==> src/rtl/alu_share_arbiter.sv <==
// alu_share_arbiter: shares one 4-bit ALU between two valid/ready requesters.
// Each requester gets its own registered response channel.
//
// Ports:
//   clk, rst_n             clock, synchronous active-low reset
//   reqN_valid_i           requester N has an operation pending
//   reqN_ready_o           operation accepted this cycle (combinational grant)
//   reqN_op_i              00 asr, 01 lsr, 10 sub, 11 add
//   reqN_a_i, reqN_b_i     operands (b used by sub/add only)
//   reqN_c_i               shift amount (used by asr/lsr only)
//   respN_valid_o          result pending for requester N
//   respN_ready_i          requester N consumes the result
//   respN_data_o           result for requester N
//   last_grant_o           index of the most recently granted requester
module alu_share_arbiter #(
  parameter bit FIXED_PRIO = 1'b0
) (
  input  logic       clk,
  input  logic       rst_n,
  input  logic       req0_valid_i,
  output logic       req0_ready_o,
  input  logic [1:0] req0_op_i,
  input  logic [3:0] req0_a_i,
  input  logic [3:0] req0_b_i,
  input  logic [1:0] req0_c_i,
  output logic       resp0_valid_o,
  input  logic       resp0_ready_i,
  output logic [3:0] resp0_data_o,
  input  logic       req1_valid_i,
  output logic       req1_ready_o,
  input  logic [1:0] req1_op_i,
  input  logic [3:0] req1_a_i,
  input  logic [3:0] req1_b_i,
  input  logic [1:0] req1_c_i,
  output logic       resp1_valid_o,
  input  logic       resp1_ready_i,
  output logic [3:0] resp1_data_o,
  output logic       last_grant_o
);

  localparam int unsigned DW  = 4;
  localparam int unsigned OPW = 2;
  localparam int unsigned CW  = 2;

  typedef struct packed {
    logic [OPW-1:0] op;
    logic [DW-1:0]  a;
    logic [DW-1:0]  b;
    logic [CW-1:0]  c;
  } alu_req_t;

  logic          elig0, elig1;
  logic          gnt0, gnt1;
  alu_req_t      sel;
  logic [DW-1:0] alu_res;

  logic          resp0_valid_q, resp0_valid_d;
  logic          resp1_valid_q, resp1_valid_d;
  logic [DW-1:0] resp0_data_q, resp0_data_d;
  logic [DW-1:0] resp1_data_q, resp1_data_d;
  // ptr_q = 1 means requester 1 wins the next tie
  logic          ptr_q, ptr_d;
  logic          last_grant_q, last_grant_d;

  // Eligibility and grant; a pending result blocks a requester unless consumed now
  always_comb begin
    elig0 = req0_valid_i & (~resp0_valid_q | resp0_ready_i);
    elig1 = req1_valid_i & (~resp1_valid_q | resp1_ready_i);
    gnt0  = rst_n & elig0 & (~elig1 | FIXED_PRIO | ~ptr_q);
    gnt1  = rst_n & elig1 & ~gnt0;
  end

  assign req0_ready_o = gnt0;
  assign req1_ready_o = gnt1;

  // Grant mux into the shared ALU
  always_comb begin
    sel = gnt1 ? alu_req_t'{req1_op_i, req1_a_i, req1_b_i, req1_c_i}
               : alu_req_t'{req0_op_i, req0_a_i, req0_b_i, req0_c_i};
  end

  // Shared ALU
  always_comb begin
    alu_res = '0;
    case (sel.op)
      2'b00:   alu_res = DW'($signed(sel.a) >>> sel.c);
      2'b01:   alu_res = sel.a >> sel.c;
      2'b10:   alu_res = sel.a - sel.b;
      default: alu_res = sel.a + sel.b;
    endcase
  end

  // Next-state for response registers, pointer and last grant
  always_comb begin
    resp0_valid_d = resp0_valid_q;
    resp1_valid_d = resp1_valid_q;
    resp0_data_d  = resp0_data_q;
    resp1_data_d  = resp1_data_q;
    ptr_d         = ptr_q;
    last_grant_d  = last_grant_q;

    if (gnt0) begin
      resp0_valid_d = 1'b1;
      resp0_data_d  = alu_res;
    end else if (resp0_ready_i) begin
      resp0_valid_d = 1'b0;
    end

    if (gnt1) begin
      resp1_valid_d = 1'b1;
      resp1_data_d  = alu_res;
    end else if (resp1_ready_i) begin
      resp1_valid_d = 1'b0;
    end

    if (gnt0 | gnt1) begin
      ptr_d        = gnt0;
      last_grant_d = gnt1;
    end
  end

  always_ff @(posedge clk) begin
    if (!rst_n) begin
      resp0_valid_q <= 1'b0;
      resp1_valid_q <= 1'b0;
      resp0_data_q  <= '0;
      resp1_data_q  <= '0;
      ptr_q         <= 1'b0;
      last_grant_q  <= 1'b0;
    end else begin
      resp0_valid_q <= resp0_valid_d;
      resp1_valid_q <= resp1_valid_d;
      resp0_data_q  <= resp0_data_d;
      resp1_data_q  <= resp1_data_d;
      ptr_q         <= ptr_d;
      last_grant_q  <= last_grant_d;
    end
  end

  assign resp0_valid_o = resp0_valid_q;
  assign resp1_valid_o = resp1_valid_q;
  assign resp0_data_o  = resp0_data_q;
  assign resp1_data_o  = resp1_data_q;
  assign last_grant_o  = last_grant_q;

endmodule

==> config.mk <==
export PLATFORM = sky130hd
export DESIGN_NAME = alu_share_arbiter
export DESIGN_NICKNAME = d
export VERILOG_FILES = /design/src/rtl/alu_share_arbiter.sv
export SDC_FILE = /design/constraint.sdc
export NUM_CORES = 1
export LEC_CHECK = 0
export ABC_AREA = 1
export BUFFER_PORTS_ARGS = -buffer_cell sky130_fd_sc_hd__buf_2
export CORE_MARGIN = 5
export CORE_UTILIZATION = 40
export CTS_BUF_LIST = sky130_fd_sc_hd__clkbuf_8
export DETAILED_ROUTE_END_ITERATION = 8
export PLACE_DENSITY = 0.74
export SYNTH_ARGS = -nofsm -noshare
export SYNTH_HDL_FRONTEND = slang
export SYNTH_SLANG_ARGS = --single-unit
==> constraint.sdc <==
create_clock -name clk -period 2.8 [get_ports clk]
set_input_delay 0.14 -clock clk [delete_from_list [all_inputs] [get_ports clk]]
set_output_delay 0.14 -clock clk [all_outputs]
set_load 0.1 [all_outputs]
## Word-level counts from Yosys, hierarchy flattened

Index checks and enable logic that the tools add are counted.

| storage, ports and cells | value |
|---|---|
| register bits | 12 |
| latch bits | 0 |
| RAM bits | 0 |
| bits in read-only memories | 0 |
| bits of input ports | 30 |
| output and inout bits | 13 |
| logic and storage cells | 36 |
| memories kept | 0 |

| cells by class | value |
|---|---|
| $add $sub $neg | 2 |
| multipliers | 0 |
| divide/modulo/power cells | 0 |
| order comparisons | 0 |
| eq/ne operators | 2 |
| shifts and indexed selects | 2 |
| multiplexer cells | 6 |
| bitwise logic cells | 15 |
| reduce and logical (&&, ||, !) cells | 3 |

Operators with widths:

| kind | number |
|---|---|
| $mux 12 | 1 |
| $pmux 4 s3 | 1 |
| $and 1x1->1 | 6 |
| $not 1->1 | 5 |
| $add 4x4->4 | 1 |
| $mux 1 | 4 |
| $or 1x1->1 | 4 |
| $reduce_bool 2->1 | 2 |
| $shr 4x2->4 | 1 |
| $sshr 4x2->4 | 1 |
| $sub 4x4->4 | 1 |
| $eq 2x1->1 const B | 1 |
| $eq 2x2->1 const B | 1 |
| $logic_not 2->1 | 1 |

## Longest topological paths before layout

| depth | value |
|---|---|
| depth after elaboration | 11 |
| depth in mapped cells | 25 |
| depth with buffers taken out | 25 |

## Worst setup path after synthesis

No wires, ideal clock.

| timing | value |
|---|---|
| path type | register to register |
| from | register resp0_valid_q (netlist: resp0_valid_o) |
| to | register resp0_data_q[3] (netlist: resp0_data_o[3]) |
| library setup time | 0.110 ns |
| arrival | 3.364 ns |
| data required time | 2.690 ns |
| path slack | -0.674 ns |
| stages on the path, launching flop included | 23 |
| buffers on the path | 0 |
| clock period less this slack | 3.474 ns |
| cells stage by stage | dfxtp_1 nand2_1 nand2_1 nor2_4 nand2_4 nand2_8 inv_4 nand2_2 nand2_4 inv_2 nor2_2 nor2_1 xor2_1 ha_1 nand2_1 nor2_1 a211oi_1 nand3b_1 nand3_1 nand3_1 nand3_1 nand2_1 inv_1 |

| on the way | value |
|---|---|
| cells in the longest elaborated chain, start to end | 10 |
| elaborated cells on any way between the ends | 16 |
| classes of those cells | add/sub (2); eq/ne (2); shift (2); mux (2); bitwise (7); reduce/logical (1) |

Ends and longest elaborated chain:

| item | line | source |
|---|---|---|
| start, declared | 57 | `logic resp0_valid_q, resp0_valid_d;` |
| start signal, assigned | 131 | `resp0_valid_q <= resp0_valid_d;` |
| $not 1->1 * | 67 | `elig0 = req0_valid_i & (~resp0_valid_q \| resp0_ready_i);` |
| $or 1x1->1 * | 67 |  |
| $and 1x1->1 * | 67 |  |
| $and 1x1->1 * (2 in a row) | 69 | `gnt0 = rst_n & elig0 & (~elig1 \| FIXED_PRIO \| ~ptr_q);` |
| $not 1->1 * | 70 | `gnt1 = rst_n & elig1 & ~gnt0;` |
| $and 1x1->1 * | 70 |  |
| named net req1_ready_o | 30 | `output logic req1_ready_o,` |
| $mux 12 * | 78 | `sel = gnt1 ? alu_req_t'{req1_op_i, req1_a_i, req1_b_i, req1_c_i}` |
| $add 4x4->4, or another cell as far along | 89 | `default: alu_res = sel.a + sel.b;` |
| $pmux 4 s3 * | 85 | `case (sel.op)` |
| end signal, assigned | 133 | `resp0_data_q <= resp0_data_d;` |
| end, declared | 59 | `logic [DW-1:0] resp0_data_q, resp0_data_d;` |

Mark *: on every way through the listed nets, which the timed path passes. The rest lies on a longest branch.
A chain may end at the register's enable or synchronous reset.

## Worst setup path in the final report

| timing | value |
|---|---|
| from | register resp1_valid_q (netlist: resp1_valid_o) |
| to | register resp0_data_q[3] (netlist: resp0_data_o[3]) |

| on the way | value |
|---|---|
| cells in the longest elaborated chain, start to end | 11 |
| elaborated cells on any way between the ends | 18 |
| classes of those cells | add/sub (2); eq/ne (2); shift (2); mux (2); bitwise (9); reduce/logical (1) |

Ends and longest elaborated chain:

| item | line | source |
|---|---|---|
| start, declared | 58 | `logic resp1_valid_q, resp1_valid_d;` |
| start signal, assigned | 132 | `resp1_valid_q <= resp1_valid_d;` |
| $not 1->1 * | 68 | `elig1 = req1_valid_i & (~resp1_valid_q \| resp1_ready_i);` |
| $or 1x1->1 * | 68 |  |
| $and 1x1->1 * | 68 |  |
| $not 1->1 | 69 |  |
| $or 1x1->1 | 69 |  |
| $and 1x1->1 | 69 |  |
| $not 1->1 | 70 |  |
| $and 1x1->1 | 70 |  |
| $mux 12 | 78 |  |
| $add 4x4->4, or another cell as far along | 89 |  |
| $pmux 4 s3 | 85 |  |

Mark *: on every way between the ends. The rest lies on a longest branch, timed or not.

==> reports/qor.yml <==
p_leak_uw: 0.000934
die_x_um: 63.4
drt_pre_antenna_iters: 4
cts_sinks: 12
vias: 1250
rr_endpoint: "resp0_data_o[3]"
end_kind: "flop"
async_flop_share_pct: 0
r2r_slack_ns: 0.18
synth_most_common_cell: "nand2_1"
wl_per_cell_um: 10.8
nNetsFinal: 270
report.final.slew_viol_count: 0
synthFlopType: "dfxtp_1"
synth_warnings: 0
fin_worst_skew_ns: 0.00258
cts_tree: "yes"
synth_nets: 213
drt_iter0_markers: 68
reg2reg_from: "resp1_valid_o"
synthDominantCellAreaShare_pct: 21.1
maxCapViolCount: 0
num_antenna_cells: 0
finalSetupViolCount: 0
grt_overflow: 0
fin_crit_ns: 2.62
antenna_found_initial: 0
synthTopCellsByCount: "nand2_1, inv_1, nand3_1"
synth_area_um2: 1140
n_fill_cell: 248
track_usage_pct: 14.0
syn_to_final_growth_pct: 42.7
hold_viol: 0
wirelength_um: 2860
cp-startpoint: "resp1_valid_o"
critPathRequiredTime_ns: 2.95
ant_nets: 0
cts_max_level: 1
gp_congestion: 0.864
whs_path_depth: 3
row_count: 19
grt_pass1_wl_um: 4620
synth_edf_count: 0
tightest_slew_ns: 0.490
min_period_over_period_pct: 93.6
die_y_um: 63.4
cp_max_fo: 7
rr_worst_depth: 21
numCtsBuffers: 3
synth_area_leaders: "dfxtp_1, nand2_1, nand3_1"
routed_via_density: 4.72
core_um2: 2730
slew_headroom_pct: 67.6
seq_area_frac_synth_pct: 21.1
netlist_instances: 178
fin_tns_setup_ns: 0
crit_end: "resp0_data_o[3]"
first_global_vias: 1099
dp_worst_setup_slack_ns: 0.0179
crit_type: "flop to flop"
crit_arrival_ns: 2.77
grt_max_degree: 17
synth_cell_type_count: 29
ys_seq_elements: 12
post-dp-hpwl_um: 2260
avgSynthCellArea_um2: 6.40
drive_gt1_share_pct: 42.3
fmax_mhz: 381
clkSlewWorstSetupHoldPaths_ns: 0.05
dieArea_um2: 4020
power_density_nw_per_um2: 526
synth_area_leader_cell: "dfxtp_1"
start_util_pct: 41.7
setup_slack_ns: 0.178
start_kind: "flop"
clock_path_buffers: 2
worstHoldPathType: "primary input to flop"
cts_hold_buf: 0
io_buffers: 42
io_pins: 43
peakVddDrop_mv: 0.627
clkLatencyLatePin_ns: 0.25
drc: 0
status: "finished, final reports clean"
cts-root-buf: "clkbuf_8"
==> stage by stage <==
stage	utilization, %	std cells	total power, uW	hold slack, ns	cell area (um2)
floorplan	-	178	556	0.297	1220
global route	59.5	265	908	0.224	1630
global placement	54.1	254	637	0.427	1480
detailed placement	54.1	254	639	0.434	1480
finish	59.5	265	856	0.184	1630
CTS	56.1	258	831	0.180	1530
==> worst min path at each step <==
| stage | startpoint | slack (ns) | endpoint |
|---|---|---|---|
| 2_1_floorplan | req0_valid_i | 0.30 | ptr_q |
| 3_3_place_gp | req0_valid_i | 0.43 | ptr_q |
| 3_5_place_dp | req0_valid_i | 0.43 | ptr_q |
| 4_1_cts | req0_valid_i | 0.18 | ptr_q |
| 5_1_grt | req0_valid_i | 0.22 | ptr_q |
| 6_report | req0_valid_i | 0.18 | ptr_q |
==> layer usage <==
metal | up-vias | part of all wire, % | GRT usage, %
met5 | - | 0 | 0
met4 | 0 | 0.42 | 3.12
met3 | 2 | 6.8 | 4.97
met2 | 33 | 46 | 22.8
met1 | 546 | 46 | 17.5
li1 | 669 | - | -
==> sequential cells by signal, summed over array words and instances, names as in the netlist <==
name,flops
resp0_data_o,4
resp0_valid_o,1
ptr_q,1
resp1_valid_o,1
resp1_data_o,4
last_grant_o,1
==> worst max-delay path: stages, from the launching register on <==
cell and delay [ns]:
dfxtp_4 0.35, nand2_4 0.09, nand2_4 0.07, nor2_8 0.18, nand2_8 0.12, inv_12 0.06
nand2_2 0.05, nand2_4 0.08, inv_2 0.05, nor2_4 0.11, nor2_1 0.05, xor2_1 0.16
ha_1 0.34, nand2_1 0.07, nor2_1 0.04, a211oi_2 0.17, nand3b_1 0.17, nand3_1 0.10
nand3_2 0.08, nand3_1 0.08, nand2_1 0.07, inv_1 0.03
==> kinds of logic after synthesis <==
family                     share of synthesized area [%]
and+or+nand+nor                                     46.8
adders and majority gates                           6.15
AOI/OAI and AO/OA                                   11.0
xor gates and xnor gates                            1.54
buffers and inverters                               13.5
DFF                                                 21.1
==> timing repair <==
action                     in CTS  in global routing
gates resized for setup         0                  8
setup buffers                   0                  6
setup endpoints to repair       0                  2
==> final cells by class <==
cell class | count | area (um2) | area share [%]
clock buffers | 4 | 55.1 | 3.38
multi-input cells | 136 | 861 | 52.9
repair buffers | 55 | 308 | 18.9
inverters | 27 | 116 | 7.15
flip-flops and latches | 12 | 248 | 15.2
well taps | 31 | 38.8 | 2.38
==> placed cells by master, fill, tap and decap left out, types with 4 or more instances in the layout <==
master,Yosys,layout
o21ai_0,5,5
dfxtp_1,12,10
inv_1,22,22
nand2_1,63,57
clkbuf_8,0,4
buf_2,1,42
buf_4,0,13
nand2_2,9,8
o21ai_1,6,5
nor2_1,6,6
nand3b_1,4,4
nand3_1,18,15
nand2_4,3,11
==> where the power goes <==
part           internal [uW]  switching [uW]
Clock                    124            67.0
Combinational            140             321
Sequential               192            11.3
Total                    456             400
(Power assumes the default switching activity.)
